File: src/rtl/ex_alu_unit.sv
// ex_alu_unit: registered EX-stage arithmetic unit for the RV32I pipeline.
// Decodes ALU class + func3/func7 into a 4-bit operation, computes the 32-bit
// result and the branch-taken mark, and registers both with one cycle latency.
// Optional build macro: ALU_TRACE_EN prints one line per accepted op in
// simulation; it has no functional or timing effect.
module ex_alu_unit (
    input  logic        clk,
    input  logic        rst_n,
    input  logic        valid_i,
    input  logic [2:0]  alu_op,
    input  logic [2:0]  func3,
    input  logic        func7,
    input  logic [31:0] op_a,
    input  logic [31:0] op_b,
    output logic        valid_o,
    output logic [31:0] alu_o,
    output logic        br_mark
);

    // Pipeline ALU classes
    localparam logic [2:0] CLS_ADD = 3'b000;
    localparam logic [2:0] CLS_BR  = 3'b001;
    localparam logic [2:0] CLS_R   = 3'b010;
    localparam logic [2:0] CLS_I   = 3'b011;

    // Internal operation codes
    localparam logic [3:0] OP_ADD  = 4'd0;
    localparam logic [3:0] OP_SUB  = 4'd1;
    localparam logic [3:0] OP_SLL  = 4'd2;
    localparam logic [3:0] OP_SLT  = 4'd3;
    localparam logic [3:0] OP_SLTU = 4'd4;
    localparam logic [3:0] OP_XOR  = 4'd5;
    localparam logic [3:0] OP_SRL  = 4'd6;
    localparam logic [3:0] OP_SRA  = 4'd7;
    localparam logic [3:0] OP_OR   = 4'd8;
    localparam logic [3:0] OP_AND  = 4'd9;
    localparam logic [3:0] OP_BEQ  = 4'd10;
    localparam logic [3:0] OP_BNE  = 4'd11;
    localparam logic [3:0] OP_BLT  = 4'd12;
    localparam logic [3:0] OP_BGE  = 4'd13;
    localparam logic [3:0] OP_BLTU = 4'd14;
    localparam logic [3:0] OP_BGEU = 4'd15;

    // Signed two's-complement less-than
    function automatic logic f_lt_s(input logic signed [31:0] a, input logic signed [31:0] b);
        return a < b;
    endfunction

    // Unsigned less-than
    function automatic logic f_lt_u(input logic [31:0] a, input logic [31:0] b);
        return a < b;
    endfunction

    logic [3:0]         w_code;
    logic               w_br_illegal;
    logic [31:0]        w_result;
    logic               w_mark;
    logic [4:0]         w_shamt;
    logic signed [31:0] w_a_s;
    logic signed [31:0] w_b_s;

    logic               r_valid_p1;
    logic [31:0]        r_alu_p1;
    logic               r_br_p1;

    assign w_shamt = op_b[4:0];
    assign w_a_s   = op_a;
    assign w_b_s   = op_b;

    // Decode ALU class and func fields into the internal operation code.
    // Branch func3 010/011 have no code of their own; they are flagged so the
    // mark is suppressed while alu_o still reads zero like any branch.
    always_comb begin
        w_code       = OP_ADD;
        w_br_illegal = 1'b0;
        case (alu_op)
            CLS_BR: begin
                case (func3)
                    3'b000:  w_code = OP_BEQ;
                    3'b001:  w_code = OP_BNE;
                    3'b100:  w_code = OP_BLT;
                    3'b101:  w_code = OP_BGE;
                    3'b110:  w_code = OP_BLTU;
                    3'b111:  w_code = OP_BGEU;
                    default: begin
                        w_code       = OP_BEQ;
                        w_br_illegal = 1'b1;
                    end
                endcase
            end
            CLS_R, CLS_I: begin
                case (func3)
                    3'b000:  w_code = (alu_op == CLS_R && func7) ? OP_SUB : OP_ADD;
                    3'b001:  w_code = OP_SLL;
                    3'b010:  w_code = OP_SLT;
                    3'b011:  w_code = OP_SLTU;
                    3'b100:  w_code = OP_XOR;
                    3'b101:  w_code = func7 ? OP_SRA : OP_SRL;
                    3'b110:  w_code = OP_OR;
                    default: w_code = OP_AND;
                endcase
            end
            default: w_code = OP_ADD;  // CLS_ADD and reserved classes 100-111
        endcase
    end

    // Compute result and branch mark for the decoded operation
    always_comb begin
        w_result = 32'd0;
        w_mark   = 1'b0;
        case (w_code)
            OP_ADD:  w_result = op_a + op_b;
            OP_SUB:  w_result = op_a - op_b;
            OP_SLL:  w_result = op_a << w_shamt;
            OP_SLT:  w_result = {31'd0, f_lt_s(w_a_s, w_b_s)};
            OP_SLTU: w_result = {31'd0, f_lt_u(op_a, op_b)};
            OP_XOR:  w_result = op_a ^ op_b;
            OP_SRL:  w_result = op_a >> w_shamt;
            OP_SRA:  w_result = w_a_s >>> w_shamt;
            OP_OR:   w_result = op_a | op_b;
            OP_AND:  w_result = op_a & op_b;
            OP_BEQ:  w_mark = (op_a == op_b) && !w_br_illegal;
            OP_BNE:  w_mark = (op_a != op_b);
            OP_BLT:  w_mark = f_lt_s(w_a_s, w_b_s);
            OP_BGE:  w_mark = !f_lt_s(w_a_s, w_b_s);
            OP_BLTU: w_mark = f_lt_u(op_a, op_b);
            default: w_mark = !f_lt_u(op_a, op_b);  // OP_BGEU
        endcase
    end

    // Output register: result held on bubbles, branch mark cleared so a stale
    // taken flag never outlives its operation
    always_ff @(posedge clk or negedge rst_n) begin
        if (!rst_n) begin
            r_valid_p1 <= 1'b0;
            r_alu_p1   <= 32'd0;
            r_br_p1    <= 1'b0;
        end else begin
            r_valid_p1 <= valid_i;
            if (valid_i) begin
                r_alu_p1 <= w_result;
                r_br_p1  <= w_mark;
            end else begin
                r_br_p1  <= 1'b0;
            end
        end
    end

`ifdef ALU_TRACE_EN
    // Simulation trace of every accepted operation
    always_ff @(posedge clk) begin
        if (rst_n && valid_i)
            $display("ex_alu_unit: code=%0d a=%08h b=%08h result=%08h br=%0b",
                     w_code, op_a, op_b, w_result, w_mark);
    end
`endif

    assign valid_o = r_valid_p1;
    assign alu_o   = r_alu_p1;
    assign br_mark = r_br_p1;

endmodule

File: config.mk
export PLATFORM = sky130hd
export DESIGN_NAME = ex_alu_unit
export DESIGN_NICKNAME = d
export VERILOG_FILES = /design/src/rtl/ex_alu_unit.sv
export SDC_FILE = /design/constraint.sdc
export NUM_CORES = 1
export LEC_CHECK = 0
export ABC_CLOCK_PERIOD_IN_PS = 1230
export CAP_MARGIN = 20
export CORE_MARGIN = 2
export CORE_UTILIZATION = 55
export DETAILED_ROUTE_END_ITERATION = 6
export HOLD_SLACK_MARGIN = 0.08
export PLACE_DENSITY = 0.89
export SYNTH_ARGS = -nofsm -noshare
export SYNTH_HDL_FRONTEND = slang
export SYNTH_SLANG_ARGS = --single-unit
export TNS_END_PERCENT = 1
File: constraint.sdc
create_clock -name clk -period 1.23 [get_ports clk]
set_input_delay 0.3075 -clock clk [delete_from_list [all_inputs] [get_ports clk]]
set_output_delay 0.3075 -clock clk [all_outputs]
set_load 0.01 [all_outputs]
==> results of run 1 <==
[routing by layer]
layer,GRT overflow,GRT usage (%)
met5,4,52.1
met4,237,96.4
met2,457,105
met3,19,73.2
met1,21,82.9
[cell families after synthesis]
family / count (synthesis) / synth area share [%]
buf+inv: 224 / 9.12
simple gates: 475 / 20.2
flops: 34 / 7.82
compound gates: 551 / 34.1
xor+xnor: 14 / 1.13
fa+ha+maj: 99 / 11.5
mux: 120 / 16.2
[stage by stage]
| step | worst slack [ps] | hold slack, ps |
|---|---|---|
| after floorplan | -1710 | 11.9 |
| after global placement | -2220 | 472 |
| after detailed placement | -2560 | 475 |
| after CTS | -1630 | 397 |
[what timing repair did]
action | CTS
gates resized for setup | 364
buffers inserted | 29
hold endpoints to repair | 0
pin swaps | 67
endpoints found under the setup margin | 67
==> results.py, run 1 <==
metrics = {
    "die": {
        "start_util_pct": 55.9,
        "placementRows": 51,
        "die_h_um": 145,
        "die_w_um": 145,
        "io_pins": 108,
    },
    "synth": {
        "synth_cells": 1517,
        "synth_top_area_share_pct": 11.2,
        "async_flop_share_pct": 100,
        "syn-mean-instance-area_um2": 7.17,
        "synth_flop_cell": "dfrtp_1",
        "synth-seq-cells": 34,
        "synth.area.top_cells": "ha_1, dfrtp_1, mux4_2, a21oi_1, mux2i_1",
        "yosysSeqAreaShare_pct": 7.82,
        "ys_top_cells_by_count": "a21oi_1, nor2_1, nand2_1",
        "syn_area_mm2": 0.0109,
        "yosysMostFrequentCell": "a21oi_1",
        "yosysUniqueCellTypes": 86,
        "synthesis.nets": 1690,
        "ys_warn_count": 0,
        "synth_edf_count": 0,
        "yosysTopAreaCell": "ha_1",
    },
    "placed_design": {
        "dpl.cell_count": 2291,
        "place_area_mm2": 0.0157,
        "place_congestion": 1.27,
        "dp_hpwl_mm": 45.2,
        "io_buffers": 107,
    },
    "global_routing": {
        "grt_pass1_wl_mm": 141,
        "grt_max_degree": 76,
        "grt_pass1_vias": 22000,
        "grtUsageTotal_pct": 88.2,
        "grt_overflow_total": 738,
    },
    "cts": {
        "htreeDepth": 2,
        "postCtsHoldBufs": 0,
        "cts_root_buf": "clkbuf_16",
        "clock_sinks": 34,
        "cts_buffers": 5,
        "clock_path_buffers": 2,
    },
    "run_status": {
        "status": "stopped before the end",
        "error": "[ERROR GRT-0116] Global routing finished with congestion. Check the congestion regions in the DRC Viewer.",
        "lastStage": "global routing",
    },
}
==> run 2, diff against run 1 <==
==> config.mk (replaced) <==
export PLATFORM = sky130hd
export DESIGN_NAME = ex_alu_unit
export DESIGN_NICKNAME = d
export VERILOG_FILES = /design/src/rtl/ex_alu_unit.sv
export SDC_FILE = /design/constraint.sdc
export NUM_CORES = 1
export LEC_CHECK = 0
export ABC_CLOCK_PERIOD_IN_PS = 1600
export CAP_MARGIN = 20
export CORE_MARGIN = 2
export CORE_UTILIZATION = 40
export DETAILED_ROUTE_END_ITERATION = 6
export PLACE_DENSITY_LB_ADDON = 0.15
export SYNTH_ARGS = -nofsm -noshare
export SYNTH_HDL_FRONTEND = slang
export SYNTH_SLANG_ARGS = --single-unit
export TNS_END_PERCENT = 1
==> constraint.sdc (replaced) <==
create_clock -name clk -period 1.6 [get_ports clk]
set_input_delay 0.4 -clock clk [delete_from_list [all_inputs] [get_ports clk]]
set_output_delay 0.4 -clock clk [all_outputs]
set_load 0.01 [all_outputs]
==> run 2 against run 1 <==
  * The flow now finishes, with violations (setup timing)
  * Synthesized area unchanged
  * Synthesized cell count unchanged
==> results.py, run 2 <==
metrics = {
    "sta": {
        "rsz0062_at_grt": "true",
        "timing.fmax_mhz": 351,
        "setup_viol": 33,
        "tightest_slew_ps": 612,
        "period_needed_ps": 2850,
        "finClkSkew_ps": 0,
        "period_share_pct": 178,
        "setup-tns-final_ps": -36510,
        "finalHoldViolations": 0,
        "worst_slack_ps": -1250,
        "finalMaxSlewViolations": 0,
        "slew_headroom_pct": 58.8,
    },
    "global_routing": {
        "grt_max_degree": 52,
        "grtUsageTotal_pct": 40.5,
        "grt_overflow_total": 0,
        "antenna_found_initial": 0,
        "grt_pass1_wl_mm": 88.3,
        "grt_pass1_vias": 15000,
    },
    "placed_design": {
        "place_congestion": 1.01,
        "dp_hpwl_mm": 46.6,
        "io_buffers": 107,
        "place_area_mm2": 0.0162,
    },
    "die": {
        "start_util_pct": 40.6,
        "placementRows": 60,
        "core_mm2": 0.0268,
        "die_w_um": 169,
        "die_h_um": 169,
        "die-area_mm2": 0.0285,
        "io_pins": 108,
    },
    "synth": {
        "ys_warn_count": 0,
        "synth_edf_count": 0,
        "synthesis.nets": 1690,
        "synth_flop_cell": "dfrtp_1",
        "async_flop_share_pct": 100,
        "yosysUniqueCellTypes": 86,
        "yosysSeqAreaShare_pct": 7.82,
        "synth_cells": 1517,
        "yosysMostFrequentCell": "a21oi_1",
        "ys_top_cells_by_count": "a21oi_1, nor2_1, nand2_1",
        "syn_area_mm2": 0.0109,
        "synth_top_area_share_pct": 11.2,
        "synth-seq-cells": 34,
        "synth.area.top_cells": "ha_1, dfrtp_1, mux4_2, a21oi_1, mux2i_1",
        "yosysTopAreaCell": "ha_1",
        "syn-mean-instance-area_um2": 7.17,
    },
    "hold_path": {
        "hp-class": "in2async",
    },
    "cts": {
        "htreeDepth": 2,
        "cts_tree": "built",
        "cts_buffers": 5,
        "postCtsHoldBufs": 0,
        "clock_path_buffers": 2,
        "clk_pin_slew_ps": 60,
        "clock_latency_ps": 290,
        "cts_root_buf": "clkbuf_16",
        "clock_sinks": 34,
    },
    "route": {
        "drt_first_pass_iters": 6,
        "ant_nets": 0,
        "totalWireLength_mm": 59.5,
        "vias_per_cell": 6.21,
        "drcViolationCount": 0,
        "drtIter0Drc": 1406,
        "vias": 15300,
        "wl_per_cell_um": 24.1,
    },
    "worst_setup_path": {
        "cp_max_fo": 4,
        "end_kind": "flop",
        "cp_slowest_cell": "a2111o_1",
        "cp-start-kind": "primary input",
        "crit_family": "compound AO/OA/AOI/OAI gates",
        "r2r-end": "alu_o[31]$_DFFE_PN0P_",
        "crit_path_end": "alu_o[25]$_DFFE_PN0P_",
        "max_stage_delay_ps": 450,
        "r2r_slack_ps": -40,
        "worstRegToRegCells": 6,
        "cp.depth": 13,
        "critPathArrivalTime_ps": 3070,
        "rr_startpoint": "alu_o[31]$_DFFE_PN0P_",
        "critPathLaunch": "op_b[1]",
        "required_ps": 1820,
        "crit_type": "in2reg",
        "cp_cell_sequence": "buf_12 > clkinvlp_4 > ha_4 > nor2_4 > o311a_4 > o31a_1 > o31ai_4 > buf_4 > o211ai_4 > a2111o_1 > a211o_1 > nand3_2 > a22o_1",
        "cp.buffers_inverters": 3,
    },
    "layout": {
        "largest_reg_flops": 32,
        "layout.area.seq_um2": 851,
        "layout-drive-gt1-share_pct": 46.1,
        "mostFrequentLayoutCells": "buf_4, nand2_1, nor2_1",
        "final_util_pct": 69.2,
        "multi_input_area_mm2": 0.0106,
        "num_antenna_cells": 0,
        "area_delta_synth_final_pct": 70.6,
        "layout_commonest_cell": "buf_4",
        "fillerInstances": 2352,
        "finish.instance_area_mm2": 0.0186,
        "nets": 2294,
    },
    "power_and_ir_drop": {
        "leakagePower_uw": 0.00861,
        "max-vdd-ir-drop_v": 0.000379,
        "power_density_mw_per_mm2": 490,
    },
    "job": {
        "drv_cap": 0,
    },
    "run_status": {
        "violations": "setup timing",
        "status": "finished, violations left",
    },
}
## run 2: cell counts after synthesis
No cell type changed its count.
## run 2: timing repair
action                                  CTS  global route
gates resized for setup                 383           146
endpoints found under the setup margin   35            52
setup buffers                            46             9
pin swaps                               108            56
## run 2: worst min-delay path by stage
stage | end | slack, ps | cells past startpoint
global placement | valid_o$_DFF_PN0_ | 460 | 2
CTS | valid_o$_DFF_PN0_ | 160 | 2
global route | valid_o$_DFF_PN0_ | 180 | 2
detailed placement | valid_o$_DFF_PN0_ | 470 | 2
finish | valid_o$_DFF_PN0_ | 150 | 2
floorplan | alu_o[0]$_DFFE_PN0P_ | 100 | 0
## run 2: per-layer routing
layer / global-route usage (%) / vias to the layer above / share of wire, %
met5: 0 / - / 0
met4: 24.5 / 0 / 7.1
met3: 5.28 / 203 / 8.5
met2: 66.1 / 882 / 45
met1: 50.9 / 7300 / 39
li1: - / 6903 / -
## run 2: metrics by stage
| stage | hold WS, ps | std cells | setup WS [ps] | total power, µW |
|---|---|---|---|---|
| floorplan | 104 | 1517 | -1440 | 3790 |
| global placement | 460 | 2402 | -2330 | 6850 |
| detailed placement | 467 | 2402 | -2400 | 6880 |
| CTS | 161 | 2456 | -1250 | 8690 |
| global route | 182 | 2463 | -1320 | 9500 |
| finish | 145 | 2463 | -1250 | 9080 |
## run 2: worst reg2reg max path: stages (launching register included)
cell and delay [ps]:
dfrtp_1 370, nor2b_1 190, a31oi_1 280, o2111ai_2 230, a31oi_1 240, o21ai_1 90, o211a_1 120
## run 2: kinds of logic after synthesis
family,after synthesis,share of synthesized area [%]
AOI/OAI and AO/OA,551,34.1
and+or+nand+nor,475,20.2
buffers and inverters,224,9.12
muxes,120,16.2
adders and majority gates,99,11.5
DFF,34,7.82
xor gates and xnor gates,14,1.13
## run 2: power breakdown
| group | leakage, µW | switching, µW | total, µW | internal (µW) |
|---|---|---|---|---|
| Combinational | 0.00809 | 3550 | 6890 | 3350 |
| Clock | 0.0000832 | 400 | 1110 | 706 |
| Sequential | 0.000433 | 76.6 | 1080 | 1000 |
| Total | 0.00861 | 4020 | 9080 | 5060 |
## run 2: cell type report
type | count | share of cell area (%)
Timing Repair Buffer | 719 | 32.9
Tap cell | 341 | 2.30
Multi-Input combinational cell | 1259 | 57.2
Sequential cell | 34 | 4.59
Inverter | 102 | 2.11
Clock buffer | 8 | 0.897
No activity file was read; power rests on OpenSTA's default activity.
